### config.mk
export PLATFORM = sky130hd
export DESIGN_NAME = reg_scoreboard_flat
export DESIGN_NICKNAME = d
export VERILOG_FILES = /design/src/rtl/reg_scoreboard_if.sv /design/src/rtl/reg_scoreboard.sv /design/src/flat_wrapper.sv
export SDC_FILE = /design/constraint.sdc
export NUM_CORES = 1
export LEC_CHECK = 0
export BUFFER_PORTS_ARGS = -buffer_cell sky130_fd_sc_hd__clkbuf_2
export CAP_MARGIN = 40
export CORE_ASPECT_RATIO = 1.75
export CORE_MARGIN = 4
export CORE_UTILIZATION = 68
export CTS_CLUSTER_SIZE = 20
export DETAILED_ROUTE_END_ITERATION = 16
export PLACE_DENSITY = 0.84
export SLEW_MARGIN = 10
export SYNTH_ARGS = -nofsm -noshare
export SYNTH_HDL_FRONTEND = slang
export SYNTH_SLANG_ARGS = --single-unit
export TNS_END_PERCENT = 100
### constraint.sdc
create_clock -name clk_i -period 7 [get_ports clk_i]
set_clock_uncertainty 0.1 [all_clocks]
set_input_delay 1.4 -clock clk_i [delete_from_list [all_inputs] [get_ports clk_i]]
set_output_delay 1.4 -clock clk_i [all_outputs]
set_load 0.05 [all_outputs]
### src/rtl/reg_scoreboard_if.sv
// Issue / long-done / write-back bundle between ID, WB and the GPR scoreboard.
// master drives the events; slave (the scoreboard) answers with stall/fire/pending.
interface reg_scoreboard_if #(
    parameter int unsigned AW = 5
);
    logic          issue_valid;
    logic          issue_re1;
    logic [AW-1:0] issue_raddr1;
    logic          issue_re2;
    logic [AW-1:0] issue_raddr2;
    logic          issue_we;
    logic [AW-1:0] issue_waddr;
    logic          issue_long;
    logic          long_done;
    logic [AW-1:0] long_done_addr;
    logic          wb_we;
    logic [AW-1:0] wb_waddr;
    logic          stall;
    logic          issue_fire;
    logic          pending_any;

    modport master (
        output issue_valid, issue_re1, issue_raddr1, issue_re2, issue_raddr2,
        output issue_we, issue_waddr, issue_long, long_done, long_done_addr,
        output wb_we, wb_waddr,
        input  stall, issue_fire, pending_any
    );

    modport slave (
        input  issue_valid, issue_re1, issue_raddr1, issue_re2, issue_raddr2,
        input  issue_we, issue_waddr, issue_long, long_done, long_done_addr,
        input  wb_we, wb_waddr,
        output stall, issue_fire, pending_any
    );
endinterface

### src/rtl/reg_scoreboard.sv
// GPR write scoreboard: counts in-flight writers per register and stalls ID while a
// source operand waits on a long-latency producer that forwarding cannot yet supply.
module reg_scoreboard #(
    parameter int unsigned NREG = 32,
    parameter int unsigned CNTW = 2
) (
    input  logic             clk_i,
    input  logic             rst_n_i,
    input  logic             flush_i,
    reg_scoreboard_if.slave  sb
);
    localparam int unsigned AW = 5;

    logic [CNTW-1:0] cnt_q [NREG];
    logic [CNTW-1:0] cnt_d [NREG];
    logic [NREG-1:0] lng_q, lng_d;
    logic            pending_q, pending_d;

    logic            hz1, hz2, sat, stall, fire;
    logic [NREG-1:0] iss_hit, ret_hit, done_hit;

    always_comb begin
        hz1   = sb.issue_re1 && (sb.issue_raddr1 != '0) && lng_q[sb.issue_raddr1];
        hz2   = sb.issue_re2 && (sb.issue_raddr2 != '0) && lng_q[sb.issue_raddr2];
        sat   = sb.issue_we && (sb.issue_waddr != '0) && (cnt_q[sb.issue_waddr] == '1);
        stall = sb.issue_valid && (hz1 || hz2 || sat);
        fire  = sb.issue_valid && !stall;
    end

    assign sb.stall       = stall;
    assign sb.issue_fire  = fire;
    assign sb.pending_any = pending_q;

    always_comb begin
        iss_hit   = '0;
        ret_hit   = '0;
        done_hit  = '0;
        cnt_d     = cnt_q;
        lng_d     = lng_q;
        pending_d = 1'b0;
        for (int unsigned r = 1; r < NREG; r++) begin
            iss_hit[r]  = fire && sb.issue_we && (sb.issue_waddr == AW'(r));
            ret_hit[r]  = sb.wb_we && (sb.wb_waddr == AW'(r)) && (cnt_q[r] != '0);
            done_hit[r] = sb.long_done && (sb.long_done_addr == AW'(r));
            if (iss_hit[r] && !ret_hit[r]) begin
                cnt_d[r] = cnt_q[r] + CNTW'(1);
            end else if (ret_hit[r] && !iss_hit[r]) begin
                cnt_d[r] = cnt_q[r] - CNTW'(1);
            end
            // The youngest writer decides forwardability, so a same-cycle issue overrides.
            if (iss_hit[r]) begin
                lng_d[r] = sb.issue_long;
            end else if (done_hit[r] || (ret_hit[r] && cnt_q[r] == CNTW'(1))) begin
                lng_d[r] = 1'b0;
            end
        end
        cnt_d[0] = '0;
        lng_d[0] = 1'b0;
        if (flush_i) begin
            cnt_d = '{default: '0};
            lng_d = '0;
        end
        for (int unsigned r = 1; r < NREG; r++) begin
            pending_d = pending_d | (cnt_d[r] != '0);
        end
    end

    always_ff @(posedge clk_i or negedge rst_n_i) begin
        if (!rst_n_i) begin
            cnt_q     <= '{default: '0};
            lng_q     <= '0;
            pending_q <= 1'b0;
        end else begin
            cnt_q     <= cnt_d;
            lng_q     <= lng_d;
            pending_q <= pending_d;
        end
    end
endmodule

### src/flat_wrapper.sv
// flat-port wrapper written by rule: the top's interface ports become plain ports
module reg_scoreboard_flat 
#(
    parameter int unsigned NREG = 32,
    parameter int unsigned CNTW = 2
)
  (clk_i, rst_n_i, flush_i, sb_issue_valid, sb_issue_re1, sb_issue_raddr1, sb_issue_re2, sb_issue_raddr2, sb_issue_we, sb_issue_waddr, sb_issue_long, sb_long_done, sb_long_done_addr, sb_wb_we, sb_wb_waddr, sb_stall, sb_issue_fire, sb_pending_any);
  reg_scoreboard_if sb_i ();
  input  logic clk_i;
  input  logic rst_n_i;
  input  logic flush_i;
  input wire logic [$bits(sb_i.issue_valid)-1:0] sb_issue_valid;
  input wire logic [$bits(sb_i.issue_re1)-1:0] sb_issue_re1;
  input wire logic [$bits(sb_i.issue_raddr1)-1:0] sb_issue_raddr1;
  input wire logic [$bits(sb_i.issue_re2)-1:0] sb_issue_re2;
  input wire logic [$bits(sb_i.issue_raddr2)-1:0] sb_issue_raddr2;
  input wire logic [$bits(sb_i.issue_we)-1:0] sb_issue_we;
  input wire logic [$bits(sb_i.issue_waddr)-1:0] sb_issue_waddr;
  input wire logic [$bits(sb_i.issue_long)-1:0] sb_issue_long;
  input wire logic [$bits(sb_i.long_done)-1:0] sb_long_done;
  input wire logic [$bits(sb_i.long_done_addr)-1:0] sb_long_done_addr;
  input wire logic [$bits(sb_i.wb_we)-1:0] sb_wb_we;
  input wire logic [$bits(sb_i.wb_waddr)-1:0] sb_wb_waddr;
  output wire logic [$bits(sb_i.stall)-1:0] sb_stall;
  output wire logic [$bits(sb_i.issue_fire)-1:0] sb_issue_fire;
  output wire logic [$bits(sb_i.pending_any)-1:0] sb_pending_any;
  assign sb_i.issue_valid = sb_issue_valid;
  assign sb_i.issue_re1 = sb_issue_re1;
  assign sb_i.issue_raddr1 = sb_issue_raddr1;
  assign sb_i.issue_re2 = sb_issue_re2;
  assign sb_i.issue_raddr2 = sb_issue_raddr2;
  assign sb_i.issue_we = sb_issue_we;
  assign sb_i.issue_waddr = sb_issue_waddr;
  assign sb_i.issue_long = sb_issue_long;
  assign sb_i.long_done = sb_long_done;
  assign sb_i.long_done_addr = sb_long_done_addr;
  assign sb_i.wb_we = sb_wb_we;
  assign sb_i.wb_waddr = sb_wb_waddr;
  assign sb_stall = sb_i.stall;
  assign sb_issue_fire = sb_i.issue_fire;
  assign sb_pending_any = sb_i.pending_any;
  reg_scoreboard #(.NREG(NREG), .CNTW(CNTW)) u_core (.clk_i(clk_i), .rst_n_i(rst_n_i), .flush_i(flush_i), .sb(sb_i));
endmodule
Word level (Yosys, flattened, before mapping):

Index checks and enable logic that the tools add are counted.

* register bits after elaboration: 95
* input bits: 35
* output and inout bits: 3
* word-level logic and storage cells: 836

* add/subtract/negate cells: 62
* $lt $le $gt $ge: 3
* eq/ne operators: 125
* multiplexer cells: 133
* bitwise logic cells: 31
* reductions and logical operators: 418

Operators with widths (number)
* equality test 5 bit, second input constant: 48
* logical AND 1 bit: 226
* two-way mux 2 bit: 64
* nonzero test 2 bit: 62
* equality test 5 x 4 -> 1 bit, second input constant: 24
* nonzero test 3 bit: 31
* two-way mux 1 bit: 64
* zero test 1 bit: 63
* adder 2 x 1 -> 2 bit, second input constant: 31
* equality test 2 x 1 -> 1 bit, second input constant: 31
* two-way mux 62 bit: 1
* subtractor 2 x 1 -> 2 bit, second input constant: 31
* equality test 5 x 3 -> 1 bit, second input constant: 12
* logical OR 1 bit: 33
* two-way mux 32 bit: 1
* equality test 5 x 2 -> 1 bit, second input constant: 6
* OR 1 bit: 30
* equality test 5 x 1 -> 1 bit, second input constant: 3
* nonzero test 5 bit: 3
* less-than comparator 5 x 6 -> 1 bit, second input constant: 2
* binary-select mux 1 bit (select 5 bit): 2
* binary-select mux 2 bit (select 5 bit): 1
* greater-or-equal comparator 6 bit, second input constant: 1
* NOT 5 -> 6 bit: 1
* equality test 2 bit, second input constant: 1

Logic depth before layout (Yosys ltp):

Gate-level depths: netlist of run 1.

* depth in word-level cells: 48
* depth in mapped cells: 17
* mapped depth without buffers: 12

Least setup slack after synthesis of run 1:

OpenSTA, ideal clock, no wires.

* path type: input to output
* from: input port sb_issue_raddr2[2]
* to: output port sb_issue_fire
* data arrival time: 3.435 ns
* required time: 5.500 ns
* path slack: 2.065 ns
* stages: 10
* buffers on the path: 2
* cell sequence: clkbuf_1 mux2_2 a32o_1 o21ai_0 nand4_1 nand3_1 buf_2 nand2_1 a31oi_1 and2_1

* cells in the longest elaborated chain, start to end: 8
* elaborated cells on any way between the ends: 10
* classes of those cells: mux (2); reduce/logical (8)

Ends and longest elaborated chain
* start, declared: line flat_wrapper.sv:16 `input wire logic [$bits(sb_i.issue_raddr2)-1:0] sb_issue_raddr2;`
* binary-select mux 1 bit (select 5 bit) / nonzero test 5 bit (equally long branches): line reg_scoreboard.sv:24 `hz2 = sb.issue_re2 && (sb.issue_raddr2 != '0) && lng_q[sb.issue_raddr2];`
* two-way mux 1 bit (not written as such) / logical AND 1 bit (equally long branches): line reg_scoreboard.sv:24
* logical AND 1 bit (*): line reg_scoreboard.sv:24
* logical OR 1 bit (*) (2 in a row): line reg_scoreboard.sv:26 `stall = sb.issue_valid && (hz1 || hz2 || sat);`
* logical AND 1 bit (*): line reg_scoreboard.sv:26
* zero test 1 bit (*): line reg_scoreboard.sv:27 `fire = sb.issue_valid && !stall;`
* logical AND 1 bit (*): line reg_scoreboard.sv:27
* end, declared: line flat_wrapper.sv:25 `output wire logic [$bits(sb_i.issue_fire)-1:0] sb_issue_fire;`

Every way passes the cells marked *; elsewhere a longest branch is shown, timed or not. The select of a mux whose other input is x is not followed.

Worst setup path in the final report of run 1:

* from: input port sb_issue_waddr[0]
* to: register u_core.pending_q, in the netlist u_core.sb.pending_any

* cells in the longest elaborated chain, start to end: 48
* elaborated cells on any way between the ends: 292
* classes of those cells: eq/ne (32); mux (66); bitwise (31); reduce/logical (163)

Ends and longest elaborated chain
* start, declared: line flat_wrapper.sv:18 `input wire logic [$bits(sb_i.issue_waddr)-1:0] sb_issue_waddr;`
* NOT 5 -> 6 bit (not written as such): line reg_scoreboard.sv:25 `sat = sb.issue_we && (sb.issue_waddr != '0) && (cnt_q[sb.issue_waddr] == '1);`
* binary-select mux 2 bit (select 5 bit): line reg_scoreboard.sv:25
* two-way mux 2 bit (not written as such) (2 in a row): line reg_scoreboard.sv:25
* equality test 2 bit: line reg_scoreboard.sv:25
* logical AND 1 bit: line reg_scoreboard.sv:25
* logical OR 1 bit: line reg_scoreboard.sv:26
* logical AND 1 bit: line reg_scoreboard.sv:26
* zero test 1 bit: line reg_scoreboard.sv:27
* [... 4 more ...]
* logical AND 1 bit: line reg_scoreboard.sv:47 `end else if (ret_hit[r] && !iss_hit[r]) begin`
* two-way mux 2 bit: line reg_scoreboard.sv:47
* two-way mux 2 bit: line reg_scoreboard.sv:45 `if (iss_hit[r] && !ret_hit[r]) begin`
* two-way mux 62 bit (*): line reg_scoreboard.sv:59 `if (flush_i) begin`
* nonzero test 2 bit: line reg_scoreboard.sv:64 `pending_d = pending_d | (cnt_d[r] != '0);`
* OR 1 bit (29 in a row): line reg_scoreboard.sv:64
* OR 1 bit (*): line reg_scoreboard.sv:64
* via u_core.pending_d: line reg_scoreboard.sv:17 `logic pending_q, pending_d;`
* end signal, assigned: line reg_scoreboard.sv:76 `pending_q <= pending_d;`
* end, declared: line reg_scoreboard.sv:17

The timed path passes the listed nets; every way through them passes the cells marked *. The select of a mux whose other input is x is not followed.
A chain may end at the register's enable or synchronous reset.

==> results.cfg, run 1 <==
[run_status]
result_of_the_run = finished clean

[routing]
routed-wl-met3_mm = 2.19
detail_route.drc_violations = 0
route.met2.wl_mm = 12.7
wirelength_mm = 26.8
drt_first_pass_iters = 5
detail_route.iter0.violations = 672
detail_route.vias_per_cell = 6.74
route.layer.met1.wl_mm = 9.39
ant_nets = 0
dr_total_vias = 7920
dr.max_layer_used = met4
post_drt_wl_per_cell_um = 22.8

[synthesis]
post-synth-top-area-cell = dfrtp_1
syn_inst = 997
synth_compound_area_share_pct = 12.8
dominant_register_cell_in_the_synthesized_netlist = dfrtp_1
count_of_flip_flops_with_a_built_in_enable_after_synthesis = 0
syn_area_um2 = 8290
syn_avg_cell_area_um2 = 8.31
number_of_distinct_library_cell_variants_in_the_gate_level_netlist_after_synthesis = 76
synth_largest_type_area_fraction_pct = 28.4
synthMuxAreaShare_pct = 8.57
post_synth_fa_ha_maj_area_fraction_pct = 11.9
mappedNetlistNets = 1094
synth-xor-area-share_pct = 6.34
async_reset_ff_share_pct = 100
synthesis.yosys.warnings = 0
synth.ff_latch_count = 94
main_combinational_cell_family_by_area_after_synthesis = simple AND/OR/NAND/NOR gates
synth_simple_gate_area_share_pct = 25.1
synth.area.top_cells = dfrtp_1 28%, ha_1 9.4%, xnor2_1 6.1%, mux2i_1 5.7%, nand2_1 4.8%
synth_sequential_area_ratio_pct = 28.4

[final_layout]
n_diodes = 0
fin_nets = 1102
final_area_um2 = 8810
final_layout_size_suffix_gt1_share_pct = 9.50
instances_no_fill = 1175
synthToLayoutAreaGrowth_pct = 6.34

[hold_path]
hp-class = reg2reg

[floorplanning]
initial_core_util_pct = 69.1
floorplan.rows = 53
core_region_area_um2 = 12000
num_io_pins = 38
floorplan.die.width_um = 91.5
floorplan.die_area_um2 = 14100
die_y_um = 154

[placement]
buffer_ports.inserted = 37
placed_cells = 1159
placed_cell_area_um2 = 8500
gpl.final_weighted_congestion = 1.00
dp.final_hpwl_mm = 20.0

[cts]
numClockSinks = 94
clock-root-buffer = clkbuf_16
tritoncts.num_buffers = 9
hold_buffers = 0
max-clock-path-buffers = 2
clock_tree_from_tritoncts = done
post_cts_buffers = 0
cts_resized = 0
clkTransAtPathRegs_ns = 0.08
clock_latency_ns = 0.36
cts_htree_levels = 3

[sta]
fmax_ghz = 0.179
drv_slew = 0
timing.final.crit_share_pct = 79.6
fin_tns_setup_ns = 0
maxSlewHeadroom_pct = 38.6
unrepaired_setup_endpoints_after_global_routing = no
worst_pin_slew_ns = 0.914
final_hold_viol_count = 0
count_of_endpoints_failing_setup_in_the_final_report = 0
min_period_ns = 5.57

[power]
power-per-cell-area_nw_per_um2 = 151
leak_pwr_nw = 3.54
ir_drop_uv = 120
total_power_w = 0.00133

[worst_setup_path]
cp-start-kind = input pin
timing.critical_path.fanout_max = 22
cp_data_arrival_time_ns = 5.69
crit_type = in2reg
endpoint_kind = flop
critical_path_required_ns = 7.12

[job]
max_cap_violations = 0

[grt]
grt_antenna_before_repair = 0
grt_max_degree = 41
grt_pass1_vias = 7830
wire_length_of_the_first_global_routing_pass_mm = 42.0
grt_use_total_pct = 38.8
grt_overflow = 0
-- final cells by class --
type / count / area, um^2
clock buffers: 9 / 225
well taps: 165 / 206
inverters: 81 / 304
clock inverters: 7 / 86.3
repair buffers: 46 / 268
multi-input cells: 773 / 5370
flip-flops and latches: 94 / 2350
fillers: 917 / 3190
-- through the flow --
| step | utilization, % | hold WS, ns | worst slack (ns) |
|---|---|---|---|
| 2_1_floorplan | - | 0.427 | 2.07 |
| 3_3_place_gp | 70.5 | 0.450 | 1.36 |
| 3_5_place_dp | 70.8 | 0.462 | 1.29 |
| 4_1_cts | 73.4 | 0.472 | 1.57 |
| 5_1_grt | 73.4 | 0.500 | 1.35 |
| 6_report | 73.4 | 0.472 | 1.43 |
-- cell usage in the layout, fill, tap and decap left out, drive strengths merged, types with 20 or more instances in the layout --
cell type	Yosys	layout
a21oi	33	33
a221oi	20	20
nand4	31	31
nand3	52	52
ha	62	62
nand2	106	106
nor2	84	84
inv	81	85
xnor2	58	58
o21ai	43	43
clkbuf	24	45
dfrtp	94	94
mux2i	47	47
nor3	46	46
maj3	21	21
-- sequential cells by signal, summed over array words and instances, names as in the netlist --
signal	flops
u_core.cnt_q	62
u_core.lng_q	31
u_core.sb.pending_any	1
-- critical path, cell delays in order --
cell,delay [ns]
clkbuf_2,0.37
buf_4,0.37
and3b_1,0.23
a311oi_1,0.28
a311oi_1,0.09
o21ai_1,0.27
nor4bb_4,0.30
and3_4,0.46
nand3_1,0.23
mux2_2,0.39
nor4bb_1,0.46
nand4_1,0.27
o41ai_1,0.40
nand4_1,0.14
-- Yosys cell counts (all sizes together), types with 8 or more instances --
cell type / n
nand4: 31
nand2: 106
buf: 25
mux2: 9
ha: 62
inv: 81
or3: 13
nand3: 52
dfrtp: 94
nor4: 8
nor3: 46
xnor2: 58
o211ai: 9
a221oi: 20
mux2i: 47
o21ai: 43
nand2b: 14
a21oi: 33
a211oi: 9
clkbuf: 24
and2: 8
nor2b: 16
and3: 12
a31oi: 8
maj3: 21
nor2: 84
-- worst paths after layout --
kind | cells after the start | slack [ns] | start | to
min | 2 | 0.47 | u_core.lng_q[19] | u_core.lng_q[19]
max in group asynchronous | 3 | 4.91 | rst_n_i | u_core.cnt_q[40]
min reg2reg | 2 | 0.47 | u_core.lng_q[19] | u_core.lng_q[19]
max reg2reg | 12 | 2.39 | u_core.lng_q[4] | u_core.sb.pending_any
max | 14 | 1.43 | sb_issue_waddr[0] | u_core.sb.pending_any
min in group asynchronous | 1 | 0.81 | rst_n_i | u_core.cnt_q[48]
-- where the power goes --
| part | switching [W] | total (W) | internal [W] |
|---|---|---|---|
| clock | 0.000252 | 0.000538 | 0.000286 |
| sequential | 0.0000111 | 0.000566 | 0.000554 |
| combinational | 0.000157 | 0.000224 | 0.0000675 |
-- cells by family after synthesis --
group / after synthesis
simple gates: 409
compound gates: 159
buf+inv: 130
flops: 94
fa+ha+maj: 83
mux: 62
xor+xnor: 60
-- metal layers --
layer  global-route usage, %  vias to the layer above
met2                    62.7                      482
li1                        -                     3545
met5                       0                        -
met4                    33.1                        0
met1                    42.9                     3726
met3                    7.78                      167
(Power assumes the default switching activity.)
==> run 2: changes to the inputs <==
--- a/config.mk
+++ b/config.mk
@@ -9,10 +9,10 @@
 export CAP_MARGIN = 40
 export CORE_ASPECT_RATIO = 1.75
 export CORE_MARGIN = 4
-export CORE_UTILIZATION = 68
+export CORE_UTILIZATION = 57
 export CTS_CLUSTER_SIZE = 20
 export DETAILED_ROUTE_END_ITERATION = 16
-export PLACE_DENSITY = 0.84
+export PLACE_DENSITY = 0.75
 export SLEW_MARGIN = 10
 export SYNTH_ARGS = -nofsm -noshare
 export SYNTH_HDL_FRONTEND = slang
==> constraint.sdc (replaced) <==
create_clock -name clk_i -period 4.9 [get_ports clk_i]
set_clock_uncertainty 0.1 [all_clocks]
set_input_delay 0.98 -clock clk_i [delete_from_list [all_inputs] [get_ports clk_i]]
set_output_delay 0.98 -clock clk_i [all_outputs]
set_load 0.05 [all_outputs]
==> run 2 against run 1 <==
  * Sequential power grew 43%
  * Clock power up 36%
  * Critical path depth is the same
  * Combinational power increased by 54%
  * Design area rose by 2.8%
  * Cell count is 3.7% higher
  * Utilization down 10 points
  * Largest power group unchanged
  * Wire length rose by 4.6%
  * Worst setup slack got worse by 1.3 ns
  * Clock-buffer cell count did not move
  * First-iteration DRC count grew 5.2%
==> results.cfg, run 2 (synthesis gave the netlist of run 1 again) <==
[power]
leak_pwr_nw = 3.68
internal_power_w = 0.00130
netSwitchingFraction_pct = 30.9
p_switching_w = 0.000584
flop_pwr_share_pct = 42.9
pwr-share-comb_pct = 18.2
power-per-cell-area_nw_per_um2 = 208
ir_drop_uv = 181
clockPowerShare_pct = 38.9

[grt]
grt_pass1_vias = 7768
grt_overflow = 0
grt_max_degree = 43
grt_use_total_pct = 34.2
wire_length_of_the_first_global_routing_pass_mm = 43.3
grt.met3_usage_pct = 5.13
globalRouteMet2Util_pct = 54.9
grt_antenna_before_repair = 0
peak_usage_layer_in_the_global_routing_report = met2
global_route.usage.met1_pct = 39.8

[sta]
timing.final.crit_share_pct = 96.5
worst_pin_slew_ns = 0.929
fmax_ghz = 0.212
final_hold_viol_count = 0
fin_tns_setup_ns = 0
maxSlewHeadroom_pct = 37.6
min_period_ns = 4.73
drv_slew = 0
count_of_endpoints_failing_setup_in_the_final_report = 0
fin_hold_ws_ns = 0.463
unrepaired_setup_endpoints_after_global_routing = no

[worst_setup_path]
cp_data_arrival_time_ns = 4.83
cp-start-kind = input pin
cp_num_buf_inv = 2
timing.critical_path.fanout_max = 10
cpMaxStageDelayCell = nor4bb_2
crit_chain = clkbuf_2 -> buf_4 -> and3b_1 -> o211ai_1 -> o211ai_1 -> nor4_4 -> and3_1 -> nand3_1 -> maj3_1 -> mux2i_1 -> nor4bb_2 -> nand4_1 -> o41ai_1 -> nand4_1
critical_path_required_ns = 5.00
critPathTopFamily = simple AND/OR/NAND/NOR gates
crit_type = in2reg
timing.reg2reg.setup_slack_ns = 0.64
critical_path.max_stage_delay_ns = 0.59
endpoint_kind = flop

[hold_path]
hp-class = in2async

[routing]
detail_route.iter0.violations = 707
detail_route.drc_violations = 0
ant_nets = 0
dr_total_vias = 7937
wirelength_mm = 28.1
drt_first_pass_iters = 8
post_drt_wl_per_cell_um = 23.0
detail_route.vias_per_cell = 6.52

[placement]
gpl.final_weighted_congestion = 1.11
dp.final_hpwl_mm = 21.4
buffer_ports.inserted = 37

[floorplanning]
core_region_area_um2 = 14300
floorplan.rows = 58
initial_core_util_pct = 58.0
die_y_um = 168
floorplan.die.width_um = 99.2
floorplan.die_area_um2 = 16600
num_io_pins = 38

[job]
max_cap_violations = 0

[final_layout]
top_library_cells_by_usage_in_the_layout_fill_and_taps_aside = 106 x nand2_1, 94 x dfrtp_1, 83 x nor2_1
largest_register = u_core.cnt_q
fin_nets = 1130
sequential_cell_area_um2 = 2350
layout.cells.most_common = nand2_1
final_layout_size_suffix_gt1_share_pct = 12.0
multiInputGateArea_um2 = 5380
n_diodes = 0
largest_register_ffs = 62
synthToLayoutAreaGrowth_pct = 9.27
fill_cell_instance_count_of_the_final_layout = 1246

[cts]
clock_tree_from_tritoncts = done
max-clock-path-buffers = 2
clkTransAtPathRegs_ns = 0.07
post_cts_buffers = 0
clock-root-buffer = clkbuf_16
numClockSinks = 94
clock_latency_ns = 0.36
cts_resized = 0
cts_htree_levels = 3
hold_buffers = 0
tritoncts.num_buffers = 9

[run_status]
result_of_the_run = finished clean
## run 2: per-stage QoR
step	utilization [%]	instance area [um^2]	total power (W)	worst slack, ns	instances
3_5_place_dp	61.2	8750	0.00116	0.0383	1201
5_1_grt	63.3	9060	0.00195	0.130	1218
2_1_floorplan	-	8290	0.00102	0.805	997
6_report	63.3	9060	0.00189	0.174	1218
4_1_cts	63.3	9040	0.00188	0.401	1217
3_3_place_gp	60.9	8700	0.00115	0.0811	1198
## run 2: worst reg2reg max path: stages, from the launching register on
cell and delay, ns:
dfrtp_1 0.49, mux4_2 0.48, nand2b_1 0.15, a31oi_1 0.23, a21oi_1 0.08, o221ai_2 0.18, buf_4 0.21, nand4_1 0.19
maj3_1 0.39, a22o_1 0.21, nor4bb_2 0.58, nand4_1 0.26, o41ai_1 0.40, nand4_1 0.15
## run 2: power groups by stage
stage,sequential [W],combinational [W],clock (W)
floorplan,0.000831,0.000188,0
global placement,0.000824,0.000324,0
detailed placement,0.000824,0.000332,0
CTS,0.000809,0.000333,0.000739
global route,0.000811,0.000364,0.000773
finish,0.000810,0.000344,0.000734
## run 2: area by class of cell
type / count / area share [%]
multi-input cells: 773 / 59.4
flip-flops and latches: 94 / 26.0
repair buffers: 74 / 5.51
inverters: 81 / 3.36
clock buffers: 9 / 2.49
well taps: 180 / 2.49
clock inverters: 7 / 0.801
## run 2: worst paths after layout
kind                                   start                    end  cells past startpoint
setup / recovery           sb_issue_waddr[0]  u_core.sb.pending_any                     14
hold / removal                       rst_n_i        u_core.cnt_q[3]                      1
setup reg to reg             u_core.lng_q[4]  u_core.sb.pending_any                     13
hold reg to reg             u_core.lng_q[29]       u_core.lng_q[29]                      2
max in group asynchronous            rst_n_i       u_core.lng_q[23]                      3
min in group clk_i          u_core.lng_q[29]       u_core.lng_q[29]                      2
## run 2: layer usage
| layer | part of all wire (%) | up-vias |
|---|---|---|
| met1 | 36 | 3823 |
| met4 | 10 | 0 |
| met5 | 0 | - |
| met2 | 47 | 388 |
| met3 | 7.1 | 137 |
| li1 | - | 3589 |
